<file path="src/rtl/alu_pkg.sv">
// Shared ALU package: control codes, MIPS opcode/funct constants and the decoded bundle.
package alu_pkg;

    localparam logic [3:0] ALU_AND = 4'b0000;
    localparam logic [3:0] ALU_OR  = 4'b0001;
    localparam logic [3:0] ALU_ADD = 4'b0010;
    localparam logic [3:0] ALU_SUB = 4'b0110;
    localparam logic [3:0] ALU_SLT = 4'b0111;
    localparam logic [3:0] ALU_NOR = 4'b1100;
    localparam logic [3:0] ALU_SLL = 4'b1101;
    localparam logic [3:0] ALU_SRL = 4'b1110;

    localparam logic [5:0] OP_RTYPE = 6'h00;
    localparam logic [5:0] OP_BEQ   = 6'h04;
    localparam logic [5:0] OP_ADDI  = 6'h08;
    localparam logic [5:0] OP_SLTI  = 6'h0A;
    localparam logic [5:0] OP_ANDI  = 6'h0C;
    localparam logic [5:0] OP_ORI   = 6'h0D;
    localparam logic [5:0] OP_LW    = 6'h23;
    localparam logic [5:0] OP_SW    = 6'h2B;

    localparam logic [5:0] FN_SLL  = 6'h00;
    localparam logic [5:0] FN_SRL  = 6'h02;
    localparam logic [5:0] FN_ADD  = 6'h20;
    localparam logic [5:0] FN_ADDU = 6'h21;
    localparam logic [5:0] FN_SUB  = 6'h22;
    localparam logic [5:0] FN_SUBU = 6'h23;
    localparam logic [5:0] FN_AND  = 6'h24;
    localparam logic [5:0] FN_OR   = 6'h25;
    localparam logic [5:0] FN_NOR  = 6'h27;
    localparam logic [5:0] FN_SLT  = 6'h2A;

    typedef struct packed {
        logic [3:0]  alu_ctrl;
        logic [4:0]  shamt;
        logic [4:0]  rs;
        logic [4:0]  rt;
        logic [4:0]  rd;
        logic        use_imm;
        logic [31:0] imm;
        logic        illegal;
    } dec_bundle_t;

endpackage

</file>
<file path="src/rtl/alu_op_decode_comb.sv">
// Pure combinational MIPS instruction -> ALU bundle decode.
// Define ALU_DEC_ITYPE_EN to add addi/slti/andi/ori decodes.
module alu_op_decode_comb
    import alu_pkg::*;
(
    input  logic [31:0] instr,
    output dec_bundle_t bundle
);

    logic [5:0]  op;
    logic [5:0]  funct;
    logic [31:0] sext;

    assign op    = instr[31:26];
    assign funct = instr[5:0];
    assign sext  = {{16{instr[15]}}, instr[15:0]};

    always_comb begin
        bundle    = '0;
        bundle.rs = instr[25:21];
        bundle.rt = instr[20:16];
        bundle.rd = instr[20:16];
        case (op)
            OP_RTYPE: begin
                bundle.rd = instr[15:11];
                case (funct)
                    FN_ADD, FN_ADDU: bundle.alu_ctrl = ALU_ADD;
                    FN_SUB, FN_SUBU: bundle.alu_ctrl = ALU_SUB;
                    FN_AND:          bundle.alu_ctrl = ALU_AND;
                    FN_OR:           bundle.alu_ctrl = ALU_OR;
                    FN_NOR:          bundle.alu_ctrl = ALU_NOR;
                    FN_SLT:          bundle.alu_ctrl = ALU_SLT;
                    FN_SLL: begin
                        bundle.alu_ctrl = ALU_SLL;
                        bundle.shamt    = instr[10:6];
                    end
                    FN_SRL: begin
                        bundle.alu_ctrl = ALU_SRL;
                        bundle.shamt    = instr[10:6];
                    end
                    default:         bundle.illegal  = 1'b1;
                endcase
            end
            OP_LW, OP_SW: begin
                bundle.alu_ctrl = ALU_ADD;
                bundle.use_imm  = 1'b1;
                bundle.imm      = sext;
            end
            // beq compares registers; the offset travels along for the branch unit
            OP_BEQ: begin
                bundle.alu_ctrl = ALU_SUB;
                bundle.imm      = sext;
            end
`ifdef ALU_DEC_ITYPE_EN
            OP_ADDI: begin
                bundle.alu_ctrl = ALU_ADD;
                bundle.use_imm  = 1'b1;
                bundle.imm      = sext;
            end
            OP_SLTI: begin
                bundle.alu_ctrl = ALU_SLT;
                bundle.use_imm  = 1'b1;
                bundle.imm      = sext;
            end
            OP_ANDI: begin
                bundle.alu_ctrl = ALU_AND;
                bundle.use_imm  = 1'b1;
                bundle.imm      = {16'h0000, instr[15:0]};
            end
            OP_ORI: begin
                bundle.alu_ctrl = ALU_OR;
                bundle.use_imm  = 1'b1;
                bundle.imm      = {16'h0000, instr[15:0]};
            end
`endif
            default: bundle.illegal = 1'b1;
        endcase
    end

endmodule

</file>
<file path="src/rtl/alu_op_decoder.sv">
// Decode stage: valid/ready in, registered skid-buffered bundle out, illegal counter.
// Optional I-type decodes controlled by ALU_DEC_ITYPE_EN (see alu_op_decode_comb).
module alu_op_decoder
    import alu_pkg::*;
#(
    parameter int unsigned CNT_W = 16
) (
    input  logic             clk,
    input  logic             rst,
    input  logic             in_valid,
    output logic             in_ready,
    input  logic [31:0]      instr,
    output logic             out_valid,
    input  logic             out_ready,
    output logic [3:0]       alu_ctrl,
    output logic [4:0]       shamt,
    output logic [4:0]       rs,
    output logic [4:0]       rt,
    output logic [4:0]       rd,
    output logic             use_imm,
    output logic [31:0]      imm,
    output logic             illegal,
    output logic [CNT_W-1:0] illegal_cnt
);

    dec_bundle_t dec;
    dec_bundle_t out_reg;
    dec_bundle_t skid_reg;
    logic        skid_full;
    logic        in_xfer;
    logic        out_free;

    alu_op_decode_comb u_decode (
        .instr  (instr),
        .bundle (dec)
    );

    assign in_ready = ~skid_full;
    assign in_xfer  = in_valid & ~skid_full;
    assign out_free = ~out_valid | out_ready;

    // Skid is only ever filled while the output is held, so it always drains first.
    always_ff @(posedge clk or posedge rst) begin
        if (rst) begin
            out_reg   <= '0;
            skid_reg  <= '0;
            out_valid <= 1'b0;
            skid_full <= 1'b0;
        end else if (out_free) begin
            if (skid_full) begin
                out_reg   <= skid_reg;
                out_valid <= 1'b1;
                skid_full <= 1'b0;
            end else if (in_xfer) begin
                out_reg   <= dec;
                out_valid <= 1'b1;
            end else begin
                out_valid <= 1'b0;
            end
        end else if (in_xfer) begin
            skid_reg  <= dec;
            skid_full <= 1'b1;
        end
    end

    always_ff @(posedge clk or posedge rst) begin
        if (rst) begin
            illegal_cnt <= '0;
        end else if (in_xfer && dec.illegal && (illegal_cnt != '1)) begin
            illegal_cnt <= illegal_cnt + 1'b1;
        end
    end

    assign alu_ctrl = out_reg.alu_ctrl;
    assign shamt    = out_reg.shamt;
    assign rs       = out_reg.rs;
    assign rt       = out_reg.rt;
    assign rd       = out_reg.rd;
    assign use_imm  = out_reg.use_imm;
    assign imm      = out_reg.imm;
    assign illegal  = out_reg.illegal;

endmodule

</file>
<file path="config.mk">
export PLATFORM = sky130hd
export DESIGN_NAME = alu_op_decoder
export DESIGN_NICKNAME = d
export VERILOG_FILES = /design/src/rtl/alu_pkg.sv /design/src/rtl/alu_op_decode_comb.sv /design/src/rtl/alu_op_decoder.sv
export SDC_FILE = /design/constraint.sdc
export NUM_CORES = 1
export LEC_CHECK = 0
export ABC_CLOCK_PERIOD_IN_PS = 3980
export CAP_MARGIN = 25
export CORE_MARGIN = 4
export CORE_UTILIZATION = 50
export DETAILED_ROUTE_END_ITERATION = 12
export HOLD_SLACK_MARGIN = 0.03
export PLACE_DENSITY = 0.8
export SETUP_SLACK_MARGIN = 0.5
export SYNTH_ARGS = -nofsm -noshare
export SYNTH_HDL_FRONTEND = slang
export SYNTH_SLANG_ARGS = --single-unit
</file>
<file path="constraint.sdc">
create_clock -name clk -period 3.98 [get_ports clk]
set_input_delay 0.796 -clock clk [delete_from_list [all_inputs] [get_ports clk]]
set_output_delay 0.796 -clock clk [all_outputs]
set_load 0.02 [all_outputs]
</file>
==> results of run 1 <==
==> report_power, final <==
part / switching (mW) / leakage, nW / internal [mW]
Clock: 0.358 / 0.0913 / 0.261
Sequential: 0.106 / 1.29 / 1.18
Combinational: 0.425 / 1.18 / 0.376
Total: 0.890 / 2.57 / 1.82
==> layout make-up <==
cell class                 instances  area [sq um]
fill                             815          3200
multi-input combinational        340          1990
sequential                       102          2550
clock buffer                      11           151
inverter                           7          28.8
timing repair buffer             119          1170
clock inverter                     5          33.8
tap                              129           161
==> path summary, 6_finish.rpt <==
check / end / slack [ns] / depth (start not counted)
worst min-delay path: skid_reg[55] / 0.48 / 2
worst max-delay path: in_ready / 1.10 / 2
worst min register to register: skid_reg[55] / 0.48 / 2
min in group asynchronous: shamt[2] / 0.85 / 2
worst max register to register: skid_reg[2] / 1.48 / 4
max in group asynchronous: imm[2] / 2.33 / 3
==> metal layers <==
layer / wire [um] / GRT usage [%] / share of wire (%)
met1: 5180 / 29.4 / 44
met2: 5800 / 35.4 / 49
met3: 576 / 4.01 / 4.9
met4: 250 / 7.86 / 2.1
met5: 0 / 0 / 0
==> cell families (layout without fill, tap and decap cells) <==
group | after synthesis | in the layout | share of synthesized area [%]
AOI/OAI and AO/OA | 122 | 122 | 14.4
xor gates and xnor gates | 15 | 15 | 2.74
adders and majority gates | 2 | 2 | 0.469
buffers and inverters | 56 | 142 | 5.84
DFF | 102 | 102 | 53.2
muxes | 32 | 32 | 7.11
and+or+nand+nor | 169 | 169 | 16.3
==> stage by stage <==
step                cells  cell area [sq um]  hold slack [ns]  utilization [%]
global placement      697               5900            0.454             63.6
global route          713               6090            0.519             65.6
CTS                   713               6090            0.485             65.6
finish                713               6090            0.482             65.6
floorplan             498               4800            0.442                -
detailed placement    697               5900            0.464             63.6
==> synth_stat cells, types with 2 or more instances <==
master,n
o21ai_0,55
nor4_1,7
buf_2,2
nand2b_1,2
clkbuf_1,28
nor3_1,4
mux2i_1,15
inv_1,6
nor2_1,26
and3_1,5
o31ai_1,5
buf_4,16
a21oi_1,44
nor2b_1,3
mux2_2,16
o21a_1,8
a211o_1,2
dfrtp_1,102
and4_1,2
nand3_1,27
buf_1,2
xor2_1,13
or3_1,2
nand2_1,79
nand4_1,3
xnor2_1,2
==> critical path: stages (launching register included) <==
cell	delay, ns
dfrtp_2	0.37
clkinv_1	0.59
clkdlybuf4s50_1	0.76
==> reports/qor.yml, run 1 <==
cts_tree: "done"
worst_slew_pin_slew_ns: 0.842
layout_common_cells: "clkdlybuf4s50_1 (111), dfrtp_1 (101), nand2_1 (79), o21ai_0 (54), a21oi_1 (44)"
synth_flop_cell: "dfrtp_1"
drt_pass1_iterations: 5
setup_tns_ns: 0
crit_type: "flip-flop to primary output"
dieArea_sq_um: 11200
track_usage_pct: 21.8
portBuffers: 111
drive_gt1_share_pct: 8.73
syn_avg_cell_area_sq_um: 9.64
start_kind: "flip-flop"
path_clk_slew_ns: 0.10
start_util_pct: 51.7
die_w_um: 106
ys_types: 48
synthArstFlopShare_pct: 100
layout_commonest_cell: "clkdlybuf4s50_1"
ys.warnings.count: 0
p_per_area_nw_per_um2: 445
leakagePower_nw: 2.57
cts-hold-fix-buffers: 0
cts_buffers: 9
crit_start: "skid_full"
drt_first_iter_violations: 215
rsz0062_at_grt: "no"
cts_root_buffer: "clkbuf_8"
cp_max_fo: 19
grt_max_degree: 61
ys_ff_latch: 102
fin_nets: 616
cts_post_setup_buffers_inserted: 0
die_y_um: 106
max_cap_viol_count: 0
yosysTopAreaCell: "dfrtp_1"
yosysSeqAreaShare_pct: 53.2
max_freq_mhz: 348
rows: 35
route.detailed.drc: 0
finalHoldViolCount: 0
ant_nets: 0
syn_area_sq_um: 4800
core-area_sq_um: 9280
outcome: "finished, final reports clean"
setup_viol: 0
worstHoldStart: "skid_reg[55]"
synth_top_area_share_pct: 53.2
finalCritPeriodShare_pct: 72.3
vias: 3926
endpoint_kind: "primary output"
viasPerCell: 5.51
gp_congestion: 0.828
cts_sinks: 102
slew_headroom_pct: 43.8
clockBufferDepth: 2
ir_drop_mv: 0.307
reg2reg_from: "skid_full"
largest_reg_flops: 42
crit_arrival_ns: 2.08
postSynthCellCount: 498
dp_hpwl_mm: 8.37
synth_edf_count: 0
io_pins: 112
grt_antenna_before_repair: 0
cts_resized: 0
fin_crit_ns: 2.88
wl_per_cell_um: 16.6
insertion_delay_ns: 0.37
synth_area_leaders: "dfrtp_1 (53%), nand2_1 (6.2%), o21ai_0 (5.7%)"
finalClockSkew_ns: 0.0135
h-tree-depth: 3
worst_hold_path_type: "flip-flop to flip-flop"
diodes: 0
synthesis.nets: 535
p_total_mw: 2.71
fin_ws_ns: 1.10
grt_pass1_wl_mm: 19.8
grt_pass1_vias: 4030
crit_required_ns: 3.18
pre_cts_ws_ns: 0.762
areaGrowthSynthToFinish_pct: 26.8
routed_wl_mm: 11.8
maxSlewViolCount: 0
grt.overflow.total: 0
Note: power is estimated with default switching activity, not from simulation.
==> run 2, diff against run 1 <==
--- a/config.mk
+++ b/config.mk
@@ -5,13 +5,13 @@
 export SDC_FILE = /design/constraint.sdc
 export NUM_CORES = 1
 export LEC_CHECK = 0
-export ABC_CLOCK_PERIOD_IN_PS = 3980
+export ABC_CLOCK_PERIOD_IN_PS = 2380
 export CAP_MARGIN = 25
 export CORE_MARGIN = 4
-export CORE_UTILIZATION = 50
+export CORE_UTILIZATION = 45
 export DETAILED_ROUTE_END_ITERATION = 12
 export HOLD_SLACK_MARGIN = 0.03
-export PLACE_DENSITY = 0.8
+export PLACE_DENSITY = 0.76
 export SETUP_SLACK_MARGIN = 0.5
 export SYNTH_ARGS = -nofsm -noshare
 export SYNTH_HDL_FRONTEND = slang
==> constraint.sdc (replaced) <==
create_clock -name clk -period 2.38 [get_ports clk]
set_input_delay 0.476 -clock clk [delete_from_list [all_inputs] [get_ports clk]]
set_output_delay 0.476 -clock clk [all_outputs]
set_load 0.02 [all_outputs]
==> run 2 against run 1 <==
Compared with the run above:
- total power grew 71%
- via count up 4.7%
- hold slack got worse by 0.081 ns
- sequential cell count did not move
- cell area grew 9.9%
- sequential power grew 67%
- non-clock buffer count is 41 higher
- global-route usage is 0.78 points lower
- critical path type is now input pin to flip-flop
- critical endpoint is now illegal_cnt[12]
==> reports/qor.yml, run 2 (synthesized netlist as in run 1, its figures left out) <==
slew_headroom_pct: 65.3
finalHoldViolCount: 0
fin_area_sq_um: 6690
whs_endpoint: "skid_reg[6]"
grt_antenna_before_repair: 0
viasPerCell: 5.40
max_cap_viol_count: 0
setup_viol: 0
die_w_um: 111
wl_per_cell_um: 17.0
cp_max_fo: 5
drt_pass1_iterations: 7
swShare_pct: 34.3
cts_buffers: 9
route.detailed.drc: 0
diodes: 0
reg2reg_from: "illegal_cnt[3]"
outcome: "finished, final reports clean"
worstHoldPathCells: 3
fill_cells: 821
cts_tree: "done"
p_int_mw: 3.04
pre_cts_ws_ns: -0.345
p_total_mw: 4.63
clockBufferDepth: 2
crit_path_max_incr_delay_ns: 0.56
p_per_area_nw_per_um2: 692
p_switching_mw: 1.59
io_pins: 112
grt.overflow.total: 0
finalCritPeriodShare_pct: 87.7
finalClockSkew_ns: 0.00964
vias: 4110
portBuffers: 111
layout_common_cells: "dfrtp_1 (100), nand2_1 (79), o21ai_0 (47), clkdlybuf4s50_1 (45), a21oi_1 (44)"
crit_slowest_cell: "or4_4"
worst_slew_pin_slew_ns: 0.521
cp_top_family: "simple AND/OR/NAND/NOR gates"
fin_crit_ns: 2.09
leakagePower_nw: 3.16
combPwrFrac_pct: 30.5
reg2regPathDepth: 5
fin_nets: 657
detailed_place.area_sq_um: 6200
crit_type: "input pin to flip-flop"
start_kind: "input pin"
drt_first_iter_violations: 234
drive_gt1_share_pct: 19.0
grt_pass1_wl_mm: 21.5
h-tree-depth: 3
worstHoldStart: "instr[5]"
routed_wl_mm: 12.9
cp_common_cell: "buf_6"
reg2reg_slack_ns: 0.42
worst_hold_path_type: "input pin to flip-flop"
setup_tns_ns: 0
rows: 37
layout_commonest_cell: "dfrtp_1"
insertion_delay_ns: 0.37
fin_ws_ns: 0.293
rsz0062_at_grt: "yes"
endpoint_kind: "flip-flop"
path_clk_slew_ns: 0.10
cts_sinks: 102
core-area_sq_um: 10400
crit_required_ns: 2.64
ir_drop_mv: 0.555
maxSlewViolCount: 0
crit_arrival_ns: 2.34
grt_max_degree: 103
grt_pass1_vias: 4257
fin_hold_ws_ns: 0.400
dieArea_sq_um: 12400
start_util_pct: 46.3
max_freq_mhz: 479
reg2reg_to: "illegal_cnt[14]"
dp_hpwl_mm: 8.58
gp_congestion: 0.863
clockPowerShare_pct: 23.0
die_y_um: 111
cts_root_buffer: "clkbuf_8"
sequentialPowerShare_pct: 46.6
path_buf_inv: 3
track_usage_pct: 21.0
areaGrowthSynthToFinish_pct: 39.4
ant_nets: 0
path_cells: "buf_6, or4_4, or3_4, o2111ai_4, buf_6, buf_12, nor4_4, xor2_1"
largest_reg_flops: 42
run 2: cell types whose count changed in the layout (fill, tap and decap cells not counted), sizes merged:
cell,delta
clkdlybuf4s50,-66
buf,+46
dlygate4sd2,+41
dlymetal6s2s,+20
inv,+2
clkbuf,-1
clkinv,-1
run 2: power by group through the flow:
stage | Combinational (mW) | Clock [mW] | Sequential (mW)
2_1_floorplan | 0.564 | 0 | 2.38
3_3_place_gp | 1.39 | 0 | 2.18
3_5_place_dp | 1.42 | 0 | 2.19
4_1_cts | 1.41 | 1.10 | 2.16
5_1_grt | 1.52 | 1.18 | 2.20
6_report | 1.41 | 1.06 | 2.16
run 2: metal layers:
metal	track usage, %	up-vias	routed length, um
li1	-	1951	-
met1	27.4	1984	5440
met2	34.8	162	6420
met3	6.44	13	940
met4	4.30	0	133
met5	0	-	0
run 2: cell type report:
class	count	area (sq um)	area share, %
Clock buffer	10	138	2.06
Clock inverter	6	53.8	0.804
Inverter	7	35.0	0.524
Timing Repair Buffer	160	1570	23.5
Tap cell	136	170	2.54
Sequential cell	102	2550	38.2
Multi-Input combinational cell	340	2170	32.4
run 2: worst register-to-register path: stages, from the launching register on:
cell and delay, ns:
dfrtp_1 0.44, and4_1 0.30, and3_1 0.26, nand3_1 0.34, nor4_4 0.36, xnor2_1 0.18
run 2: worst max path at each step:
stage | to | depth (start not counted) | from
2_1_floorplan | illegal_cnt[5] | 6 | instr[26]
3_3_place_gp | illegal_cnt[7] | 7 | instr[26]
3_5_place_dp | illegal_cnt[7] | 7 | instr[26]
4_1_cts | illegal_cnt[12] | 8 | instr[29]
5_1_grt | illegal_cnt[12] | 8 | instr[29]
6_report | illegal_cnt[12] | 8 | instr[29]
run 2: what timing repair did:
action / CTS / global route
gates cloned: 0 / 0
resized for setup: 101 / 29
pin swaps: 20 / 6
endpoints found under the setup margin: 77 / 46
hold endpoints to repair: 0 / 0
hold buffers: 0 / 0
buffers inserted: 4 / 6
run 2: through the flow:
| stage | utilization (%) | instances |
|---|---|---|
| after floorplan | - | 498 |
| after global placement | 59.8 | 735 |
| after detailed placement | 59.8 | 735 |
| after CTS | 63.3 | 755 |
| after global routing | 64.5 | 761 |
| final | 64.5 | 761 |
==> run 3, diff against run 2 <==
--- a/config.mk
+++ b/config.mk
@@ -8,10 +8,9 @@
 export ABC_CLOCK_PERIOD_IN_PS = 2380
 export CAP_MARGIN = 25
 export CORE_MARGIN = 4
-export CORE_UTILIZATION = 45
+export CORE_UTILIZATION = 35
 export DETAILED_ROUTE_END_ITERATION = 12
 export HOLD_SLACK_MARGIN = 0.03
-export PLACE_DENSITY = 0.76
 export SETUP_SLACK_MARGIN = 0.5
 export SYNTH_ARGS = -nofsm -noshare
 export SYNTH_HDL_FRONTEND = slang
==> run 3 against run 2 <==
Compared with the run above:
- clock power grew 39%
- clock skew down 0.0042 ns
- register-to-register slack better by 0.20 ns
- combinational power about the same
- first-iteration DRC count grew 11%
- highest routed layer unchanged
==> reports/qor.yml, run 3 (synthesized netlist as in run 1, its figures left out) <==
cts_root_buffer: "clkbuf_16"
crit_slowest_cell: "or4_4"
cp_num_cells: 7
detailed_place.area_sq_um: 6250
drt_pass1_iterations: 4
ir_drop_mv: 0.606
cp_top_family: "simple AND/OR/NAND/NOR gates"
fin_nets: 651
rsz0062_at_grt: "yes"
grt_max_degree: 51
maxSlewViolCount: 0
dp.cells: 775
path_clk_slew_ns: 0.07
layout_commonest_cell: "dfrtp_1"
ant_nets: 0
drt_first_iter_violations: 260
fin_crit_ns: 1.99
worst_hold_path_type: "flip-flop to flip-flop"
setup_viol: 0
crit_arrival_ns: 2.21
crit_start: "instr[29]"
routed_wl_mm: 12.9
cts_buffers: 9
rows: 42
finalHoldViolCount: 0
die_w_um: 125
reg2reg_to: "illegal_cnt[1]"
endpoint_kind: "flip-flop"
reg2reg_from: "illegal_cnt[2]"
areaGrowthSynthToFinish_pct: 39.7
fin_cells: 795
core-area_sq_um: 13300
reg2regPathDepth: 5
insertion_delay_ns: 0.35
final_core_util_pct: 50.3
cp_common_cell: "buf_6"
gp_congestion: 0.833
layout_common_cells: "dfrtp_1 (100), nand2_1 (78), clkdlybuf4s50_1 (62), o21ai_0 (47), a21oi_1 (44)"
start_kind: "input pin"
h-tree-depth: 3
io_pins: 112
cts_sinks: 102
grt.overflow.total: 0
path_buf_inv: 2
clockBufferDepth: 2
grt_pass1_vias: 4023
track_usage_pct: 17.0
grt_antenna_before_repair: 0
cts-hold-fix-buffers: 0
cp_max_fo: 5
crit_path_max_incr_delay_ns: 0.53
largest_reg_flops: 42
finalClockSkew_ns: 0.00547
drive_gt1_share_pct: 17.6
dp_hpwl_mm: 9.07
crit_type: "input pin to flip-flop"
portBuffers: 111
start_util_pct: 36.0
viasPerCell: 4.99
wl_per_cell_um: 16.2
p_per_area_nw_per_um2: 747
p_total_mw: 5.01
diodes: 0
reg2reg_slack_ns: 0.62
max_cap_viol_count: 0
route.detailed.drc: 0
fill_cells: 1231
worst_slew_pin_slew_ns: 0.671
dieArea_sq_um: 15700
fin_area_sq_um: 6710
path_cells: "buf_6, or4_4, or3_4, o2111ai_4, buf_6, nor4_4, xor2_1"
slew_headroom_pct: 55.2
crit_path_end: "illegal_cnt[12]"
die_y_um: 125
cts_tree: "done"
vias: 3968
crit_required_ns: 2.61
grt_pass1_wl_mm: 21.4
finalCritPeriodShare_pct: 83.4
leakagePower_nw: 3.02
max_freq_mhz: 504
outcome: "finished, final reports clean"
run 3: area by class of cell:
| class | count | area, sq um | area share, % |
|---|---|---|---|
| clock buffer | 11 | 233 | 3.47 |
| clock inverter | 5 | 60.1 | 0.895 |
| inverter | 7 | 31.3 | 0.466 |
| multi-input combinational | 340 | 2140 | 31.9 |
| sequential | 102 | 2550 | 38.1 |
| tap | 176 | 220 | 3.28 |
| timing repair buffer | 154 | 1470 | 22.0 |
run 3: layer usage:
metal / routed length, um / part of all wire, % / GRT usage, %
met1: 5840 / 45 / 22.1
met2: 6310 / 49 / 27.7
met3: 590 / 4.6 / 4.73
met4: 163 / 1.3 / 5.04
met5: 0 / 0 / 0
run 3: worst min path at each step:
| stage | start | endpoint | slack, ns | cells after the start |
|---|---|---|---|---|
| after floorplan | skid_reg[56] | skid_reg[56] | 0.44 | 2 |
| after global placement | skid_reg[55] | skid_reg[55] | 0.46 | 2 |
| after detailed placement | skid_reg[55] | skid_reg[55] | 0.47 | 2 |
| after CTS | skid_reg[55] | skid_reg[55] | 0.49 | 2 |
| after global routing | instr[1] | skid_reg[2] | 0.51 | 3 |
| final | skid_reg[10] | skid_reg[10] | 0.48 | 2 |
run 3: where the power goes:
part	leakage (nW)	switching (mW)	internal, mW	total [mW]
clock	0.140	0.652	0.818	1.47
combinational	1.59	0.756	0.627	1.38
sequential	1.29	0.177	1.98	2.16
total	3.02	1.58	3.43	5.01
run 3: what timing repair did:
item | 4_1_cts | 5_1_grt
endpoints found under the setup margin | 103 | 39
setup buffers | 4 | 0
pin swaps | 11 | 11
gates resized for setup | 82 | 21
run 3: worst reg2reg max path, stage by stage (launching register included):
cell	delay, ns
dfrtp_1	0.44
and4_1	0.29
nand4_1	0.17
nor2_4	0.34
nor2_2	0.09
mux2_1	0.31
run 3: per-stage QoR:
stage	setup slack [ns]	hold slack [ns]	setup TNS (ns)
6_report	0.395	0.482	0
2_1_floorplan	0.202	0.442	0
5_1_grt	0.354	0.511	0
4_1_cts	0.353	0.486	0
3_3_place_gp	-0.379	0.456	-7.82
3_5_place_dp	-0.425	0.470	-8.67
